$ cat src/rtl/vga_bar_animator_pkg.sv
// Shared constants, motion states and colour helpers
// for the bar animator.
package vga_pkg;

    localparam int H_ACTIVE_DEF = 640;
    localparam int V_ACTIVE_DEF = 480;
    localparam int COLOR_W      = 10;
    localparam int POS_W        = 10;
    localparam int COORD_W      = 32;
    localparam int SPEED_W      = 4;

    typedef enum logic [1:0] {
        PAUSED = 2'd0,
        RIGHT  = 2'd1,
        LEFT   = 2'd2
    } motion_t;

    typedef struct packed {
        logic [COLOR_W-1:0] r;
        logic [COLOR_W-1:0] g;
        logic [COLOR_W-1:0] b;
    } rgb_t;

    // Each channel is either fully off or fully on.
    function automatic rgb_t mk_rgb(logic r, logic g, logic b);
        rgb_t c;
        c.r = {COLOR_W{r}};
        c.g = {COLOR_W{g}};
        c.b = {COLOR_W{b}};
        return c;
    endfunction

endpackage

$ cat src/rtl/vga_bar_animator_if.sv
// Pixel-stream and control bundle between the VGA
// controller side and the bar animator.
interface vga_bar_animator_if;
    import vga_pkg::*;

    logic [COORD_W-1:0] iX;
    logic [COORD_W-1:0] iY;
    logic               iImValid;
    logic               iRun;
    logic [SPEED_W-1:0] iSpeed;
    logic [COLOR_W-1:0] oRed;
    logic [COLOR_W-1:0] oGreen;
    logic [COLOR_W-1:0] oBlue;
    logic [POS_W-1:0]   oBarPos;
    logic               oFrameTick;

    modport master (
        output iX, iY, iImValid, iRun, iSpeed,
        input  oRed, oGreen, oBlue, oBarPos, oFrameTick
    );

    modport slave (
        input  iX, iY, iImValid, iRun, iSpeed,
        output oRed, oGreen, oBlue, oBarPos, oFrameTick
    );

endinterface

$ cat src/rtl/vga_bar_animator_frame_tick.sv
// One-cycle frame pulse on the rising edge of the
// last-visible-pixel condition.
module vga_frame_tick
    import vga_pkg::*;
#(
    parameter int H_ACTIVE = H_ACTIVE_DEF,
    parameter int V_ACTIVE = V_ACTIVE_DEF
) (
    input  logic               clk,
    input  logic               rst,
    input  logic [COORD_W-1:0] x,
    input  logic [COORD_W-1:0] y,
    input  logic               valid,
    output logic               tick
);

    localparam logic [COORD_W-1:0] X_LAST = COORD_W'(H_ACTIVE - 1);
    localparam logic [COORD_W-1:0] Y_LAST = COORD_W'(V_ACTIVE - 1);

    logic cond;
    logic hist;

    assign cond = valid && (x == X_LAST) && (y == Y_LAST);

    // Pixels last two cycles, so the edge register keeps
    // the pulse to a single cycle.
    always_ff @(posedge clk or posedge rst) begin
        if (rst) begin
            hist <= 1'b0;
            tick <= 1'b0;
        end else begin
            hist <= cond;
            tick <= cond & ~hist;
        end
    end

endmodule

$ cat src/rtl/vga_bar_animator.sv
// Bouncing red bar over a bordered, two-tone background,
// stepped once per frame.
module vga_bar_animator
    import vga_pkg::*;
#(
    parameter int H_ACTIVE = H_ACTIVE_DEF,
    parameter int V_ACTIVE = V_ACTIVE_DEF,
    parameter int BAR_W    = 32
) (
    input  logic               CLK_50,
    input  logic               RST,
    vga_bar_animator_if.slave  bus
);

    localparam logic [10:0] LIM = 11'(H_ACTIVE - BAR_W);
    localparam logic [COORD_W-1:0] X_LAST = COORD_W'(H_ACTIVE - 1);
    localparam logic [COORD_W-1:0] Y_LAST = COORD_W'(V_ACTIVE - 1);
    localparam logic [COORD_W-1:0] Y_HALF = COORD_W'(V_ACTIVE / 2);

    motion_t          state;
    logic             dir;
    logic [POS_W-1:0] pos;
    logic             tick;
    logic [10:0]      spd;
    logic [10:0]      fwd;

    vga_frame_tick #(
        .H_ACTIVE (H_ACTIVE),
        .V_ACTIVE (V_ACTIVE)
    ) u_tick (
        .clk   (CLK_50),
        .rst   (RST),
        .x     (bus.iX),
        .y     (bus.iY),
        .valid (bus.iImValid),
        .tick  (tick)
    );

    assign spd = {7'd0, bus.iSpeed};
    assign fwd = {1'b0, pos} + spd;

    // Dropping iRun always wins over a same-cycle tick.
    always_ff @(posedge CLK_50 or posedge RST) begin
        if (RST) begin
            state <= PAUSED;
            dir   <= 1'b0;
            pos   <= '0;
        end else begin
            unique case (state)
                PAUSED: begin
                    if (bus.iRun)
                        state <= dir ? LEFT : RIGHT;
                end
                RIGHT: begin
                    if (!bus.iRun) begin
                        state <= PAUSED;
                        dir   <= 1'b0;
                    end else if (tick && spd != '0) begin
                        if (fwd >= LIM) begin
                            pos   <= LIM[POS_W-1:0];
                            state <= LEFT;
                        end else begin
                            pos <= fwd[POS_W-1:0];
                        end
                    end
                end
                LEFT: begin
                    if (!bus.iRun) begin
                        state <= PAUSED;
                        dir   <= 1'b1;
                    end else if (tick && spd != '0) begin
                        if ({1'b0, pos} <= spd) begin
                            pos   <= '0;
                            state <= RIGHT;
                        end else begin
                            pos <= pos - POS_W'(bus.iSpeed);
                        end
                    end
                end
                default: state <= PAUSED;
            endcase
        end
    end

    logic [COORD_W-1:0] bar_lo;
    logic [COORD_W-1:0] bar_hi;
    logic               border;
    logic               in_bar;
    logic               top_half;
    rgb_t               rgb_n;
    rgb_t               rgb_q;

    assign bar_lo   = COORD_W'(pos);
    assign bar_hi   = bar_lo + COORD_W'(BAR_W);
    assign border   = (bus.iX == '0) || (bus.iX == X_LAST) ||
                      (bus.iY == '0) || (bus.iY == Y_LAST);
    assign in_bar   = (bus.iX >= bar_lo) && (bus.iX < bar_hi);
    assign top_half = bus.iY < Y_HALF;

    always_comb begin
        rgb_n = '0;
        if (!bus.iImValid)
            rgb_n = '0;
        else if (border)
            rgb_n = mk_rgb(1'b1, 1'b1, 1'b1);
        else if (in_bar)
            rgb_n = mk_rgb(1'b1, 1'b0, 1'b0);
        else
            rgb_n = mk_rgb(1'b0, top_half, 1'b1);
    end

    always_ff @(posedge CLK_50 or posedge RST) begin
        if (RST)
            rgb_q <= '0;
        else
            rgb_q <= rgb_n;
    end

    assign bus.oRed       = rgb_q.r;
    assign bus.oGreen     = rgb_q.g;
    assign bus.oBlue      = rgb_q.b;
    assign bus.oBarPos    = pos;
    assign bus.oFrameTick = tick;

endmodule
$ cat src/flat_wrapper.sv
// flat-port wrapper written by rule: the top's interface ports become plain ports
module vga_bar_animator_flat import vga_pkg::*;
#(
    parameter int H_ACTIVE = H_ACTIVE_DEF,
    parameter int V_ACTIVE = V_ACTIVE_DEF,
    parameter int BAR_W    = 32
)
  (CLK_50, RST, bus_iX, bus_iY, bus_iImValid, bus_iRun, bus_iSpeed, bus_oRed, bus_oGreen, bus_oBlue, bus_oBarPos, bus_oFrameTick);
  vga_bar_animator_if bus_i ();
  input  logic CLK_50;
  input  logic RST;
  input wire logic [$bits(bus_i.iX)-1:0] bus_iX;
  input wire logic [$bits(bus_i.iY)-1:0] bus_iY;
  input wire logic [$bits(bus_i.iImValid)-1:0] bus_iImValid;
  input wire logic [$bits(bus_i.iRun)-1:0] bus_iRun;
  input wire logic [$bits(bus_i.iSpeed)-1:0] bus_iSpeed;
  output wire logic [$bits(bus_i.oRed)-1:0] bus_oRed;
  output wire logic [$bits(bus_i.oGreen)-1:0] bus_oGreen;
  output wire logic [$bits(bus_i.oBlue)-1:0] bus_oBlue;
  output wire logic [$bits(bus_i.oBarPos)-1:0] bus_oBarPos;
  output wire logic [$bits(bus_i.oFrameTick)-1:0] bus_oFrameTick;
  assign bus_i.iX = bus_iX;
  assign bus_i.iY = bus_iY;
  assign bus_i.iImValid = bus_iImValid;
  assign bus_i.iRun = bus_iRun;
  assign bus_i.iSpeed = bus_iSpeed;
  assign bus_oRed = bus_i.oRed;
  assign bus_oGreen = bus_i.oGreen;
  assign bus_oBlue = bus_i.oBlue;
  assign bus_oBarPos = bus_i.oBarPos;
  assign bus_oFrameTick = bus_i.oFrameTick;
  vga_bar_animator #(.H_ACTIVE(H_ACTIVE), .V_ACTIVE(V_ACTIVE), .BAR_W(BAR_W)) u_core (.CLK_50(CLK_50), .RST(RST), .bus(bus_i));
endmodule
$ cat config.mk
export PLATFORM = sky130hd
export DESIGN_NAME = vga_bar_animator_flat
export DESIGN_NICKNAME = d
export VERILOG_FILES = /design/src/rtl/vga_bar_animator_pkg.sv /design/src/rtl/vga_bar_animator_if.sv /design/src/rtl/vga_bar_animator_frame_tick.sv /design/src/rtl/vga_bar_animator.sv /design/src/flat_wrapper.sv
export SDC_FILE = /design/constraint.sdc
export NUM_CORES = 1
export LEC_CHECK = 0
export CORE_AREA = 2 2 76 78
export CTS_BUF_LIST = sky130_fd_sc_hd__clkbuf_4
export DETAILED_ROUTE_END_ITERATION = 16
export DIE_AREA = 0 0 78 80
export PLACE_DENSITY_LB_ADDON = 0.08
export SETUP_SLACK_MARGIN = 0.02
export SYNTH_ARGS = -nofsm -noshare
export SYNTH_HDL_FRONTEND = slang
export SYNTH_SLANG_ARGS = --single-unit
$ cat constraint.sdc
create_clock -name CLK_50 -period 5.45 [get_ports CLK_50]
set_input_delay 1.3625 -clock CLK_50 [delete_from_list [all_inputs] [get_ports CLK_50]]
set_output_delay 1.3625 -clock CLK_50 [all_outputs]
set_load 0.1 [all_outputs]
==> metrics.md <==
| Metric | Value |
|---|---|
| DP Area | `3420 µm²` |
| Fin cells | `453` |
| Total number of vias | `2552` |
| Hold Vio Cnt, Final | `0` |
| Worst-path fanout max | `8` |
| Synth top area share | `18.3%` |
| Ys Warns | `0` |
| Antenna violations before repair | `0` |
| Full die area | `6240 µm²` |
| Post-synth ARST share | `100%` |
| Drt via density | `5.63` |
| CTS tree | `done` |
| Clock Pin Slew Worst Setup and Hold Paths | `110 ps` |
| Routed WL | `6890 µm` |
| Gr ovfl total | `0` |
| Main flop type after synthesis | `dfrtp_1` |
| Status | `completed` |
| Register area share after synthesis | `18.3%` |
| Clock buffer depth | `2` |
| Area of the core | `5410 µm²` |
| Hold Crit Class | `reg2reg` |
| Antenna cells | `0` |
| Root buffer cell | `clkbuf_4` |
| Syn Area/Cell | `8.17 µm²` |
| PwrDens | `137 nW/µm²` |
| Wire per inst | `15.2 µm` |
| Hold-fix buffers, CTS | `0` |
| Hpwl dp | `5670 µm` |
| Largest net degree at the start of global routing | `19` |
| Slew Viols, Final | `0` |
| Effective utilization at floorplan | `45.5%` |
| Synth top cells by count | `ha_1, buf_4, inv_1` |
| Clock sinks | `18` |
| Flop and latch count out of synthesis | `18` |
| Post-route setup TNS | `0 ps` |
| Cell-internal power | `0.287 mW` |
| Die Height | `80 µm` |
| Multi-input logic area | `1660 µm²` |
| Comb pwr share | `52.5%` |
| Max Cap Viol | `0` |
| Largest area contributor in the netlist | `dfrtp_1` |
| Max Fclk | `239 MHz` |
| Yosys cell types | `61` |
| Final setup viols | `0` |
| Placed cells | `449` |
| Post-Synthesis Cells | `301` |
| Htree depth | `1` |
| Initial DRC Count | `220` |
| Clock share of power | `14.7%` |
| Measured slew at the worst slew-check pin | `977 ps` |
| Min Tclk post-route | `4190 ps` |
| Register area | `450 µm²` |
| Vias in the first global route | `2434` |
| RD Place Congestion | `0.932` |
| Die width | `78 µm` |
| Final WS setup | `1260 ps` |
| First-pass GRT wire length | `11200 µm` |
| Total GRT Usage | `22.0%` |
| Crit start category | `input pin` |
| DRC viols | `0` |
| Share of layout cells above drive strength 1 | `3.15%` |
| Net Sw Frac | `39.0%` |
| Seq pwr share | `32.8%` |
| Unrepaired setup endpoints after global routing | `no` |
| Crit. End Element | `flop` |
| Post-synthesis cell area | `2460 µm²` |
| Net count, final | `486` |
| Port buffer count | `112` |
| Clock Skews | `2.20 ps` |
| Top Ports | `113` |
| Switch Pwr | `0.184 mW` |
| Total power | `0.471 mW` |
| Max-slew headroom | `34.7%` |
| Post-CTS Resized | `0` |
| # fillers | `484` |
| Setup Buffers After CTS | `0` |
| Router iterations before antenna repair | `4` |
| Post-synth net total | `405` |
| VDD IR-drop max | `0.128 mV` |
| WP data required | `5640 ps` |
| Critical path type | `in2reg` |
| Most frequent cell after synthesis | `ha_1` |
| Num rows | `27` |
| Post-synth EDFFs | `0` |
| Synth-to-Final Area Change | `39.9%` |
| Post-DRT Antenna Nets | `0` |
| Final instance area | `3440 µm²` |
| Num CTS Buffers | `3` |
| Pre-CTS setup slack | `960 ps` |
| Cells taking the most area after synthesis | `dfrtp_1, ha_1, buf_4, nor4_1, inv_1` |
| Data arrival, critical path | `4380 ps` |
| Leakage power | `1.37 nW` |
| Final worst-path cycle share | `76.9%` |
| Skew-Pair Late Insertion Delay | `290 ps` |
[per-layer routing]
layer	vias to the layer above	track usage, %	wire (µm)
met5	-	0	0
met3	12	2.26	387
met2	107	41.2	3510
li1	1256	-	-
met1	1177	26.7	2870
met4	0	5.61	121
[critical path, cell delays in order]
cell and delay, ps:
clkdlybuf4s50_1 450, ha_1 230, fa_1 390, nor2b_2 180, o311a_1 420, xnor2_1 190
o32ai_4 350, o2111ai_1 160, a31oi_1 270, mux2_2 370
[power by group through the flow]
stage               sequential [mW]  clock (mW)  combinational (mW)
global route                  0.156      0.0796               0.269
global placement              0.156           0               0.244
floorplan                     0.157           0               0.155
CTS                           0.154      0.0723               0.246
detailed placement            0.157           0               0.245
finish                        0.154      0.0692               0.247
[logic make-up after synthesis]
family / synth area share [%]
compound gates: 24.4
fa+ha+maj: 16.9
flops: 18.3
simple gates: 21.7
buf+inv: 14.0
mux: 1.53
xor+xnor: 3.20
[cell usage in the layout, fill, tap and decap left out, types with 4 or more instances in the layout]
cell type and instances:
a21o_1 4, a21oi_1 14, a31oi_1 4, and3_1 4, clkdlybuf4s50_1 112, dfrtp_1 18
ha_1 30, inv_1 24, nand2_1 19, nand3_1 9, nand4_1 6, nor2_1 16
nor2b_1 5, nor3_1 10, nor4_1 15, o21ai_0 14, o311a_1 4, xnor2_1 6
[flip-flops by register name, summed over array words and instances (netlist names)]
register and cells:
u_core.dir 1, u_core.state 2, u_core.bus.oRed 1, u_core.bus.oGreen 1, u_core.u_tick.tick 1, u_core.bus.oBlue 1
u_core.bus.oBarPos 10, u_core.u_tick.hist 1
[worst paths after layout]
| check | start | endpoint | slack, ps | cells after the start |
|---|---|---|---|---|
| max | bus_iSpeed[0] | u_core.state[0]$_DFFE_PP0P_ | 1260 | 10 |
| min | u_core.u_tick.hist$_DFF_PP0_ | u_core.u_tick.tick$_DFF_PP0_ | 410 | 1 |
| max reg2reg | u_core.bus.oBarPos[0]$_DFFE_PP0P_ | u_core.state[0]$_DFFE_PP0P_ | 2330 | 9 |
| min reg2reg | u_core.u_tick.hist$_DFF_PP0_ | u_core.u_tick.tick$_DFF_PP0_ | 410 | 1 |
| max in group asynchronous | RST | u_core.bus.oBarPos[8]$_DFFE_PP0P_ | 3490 | 2 |
| min in group asynchronous | RST | u_core.bus.oBarPos[1]$_DFFE_PP0P_ | 1490 | 2 |
[per-stage QoR]
stage / util [%] / hold WS (ps)
after floorplan: - / 378
after global placement: 63.2 / 383
after detailed placement: 63.2 / 395
after CTS: 63.7 / 411
after global routing: 63.7 / 426
final: 63.7 / 408
[final cells by class]
| type | instances | share of cell area (%) |
|---|---|---|
| clock buffer | 3 | 0.654 |
| clock inverter | 1 | 0.109 |
| inverter | 24 | 2.62 |
| multi-input combinational | 223 | 48.3 |
| sequential | 18 | 13.1 |
| tap | 72 | 2.62 |
| timing repair buffer | 112 | 32.6 |
(Power assumes the default switching activity.)
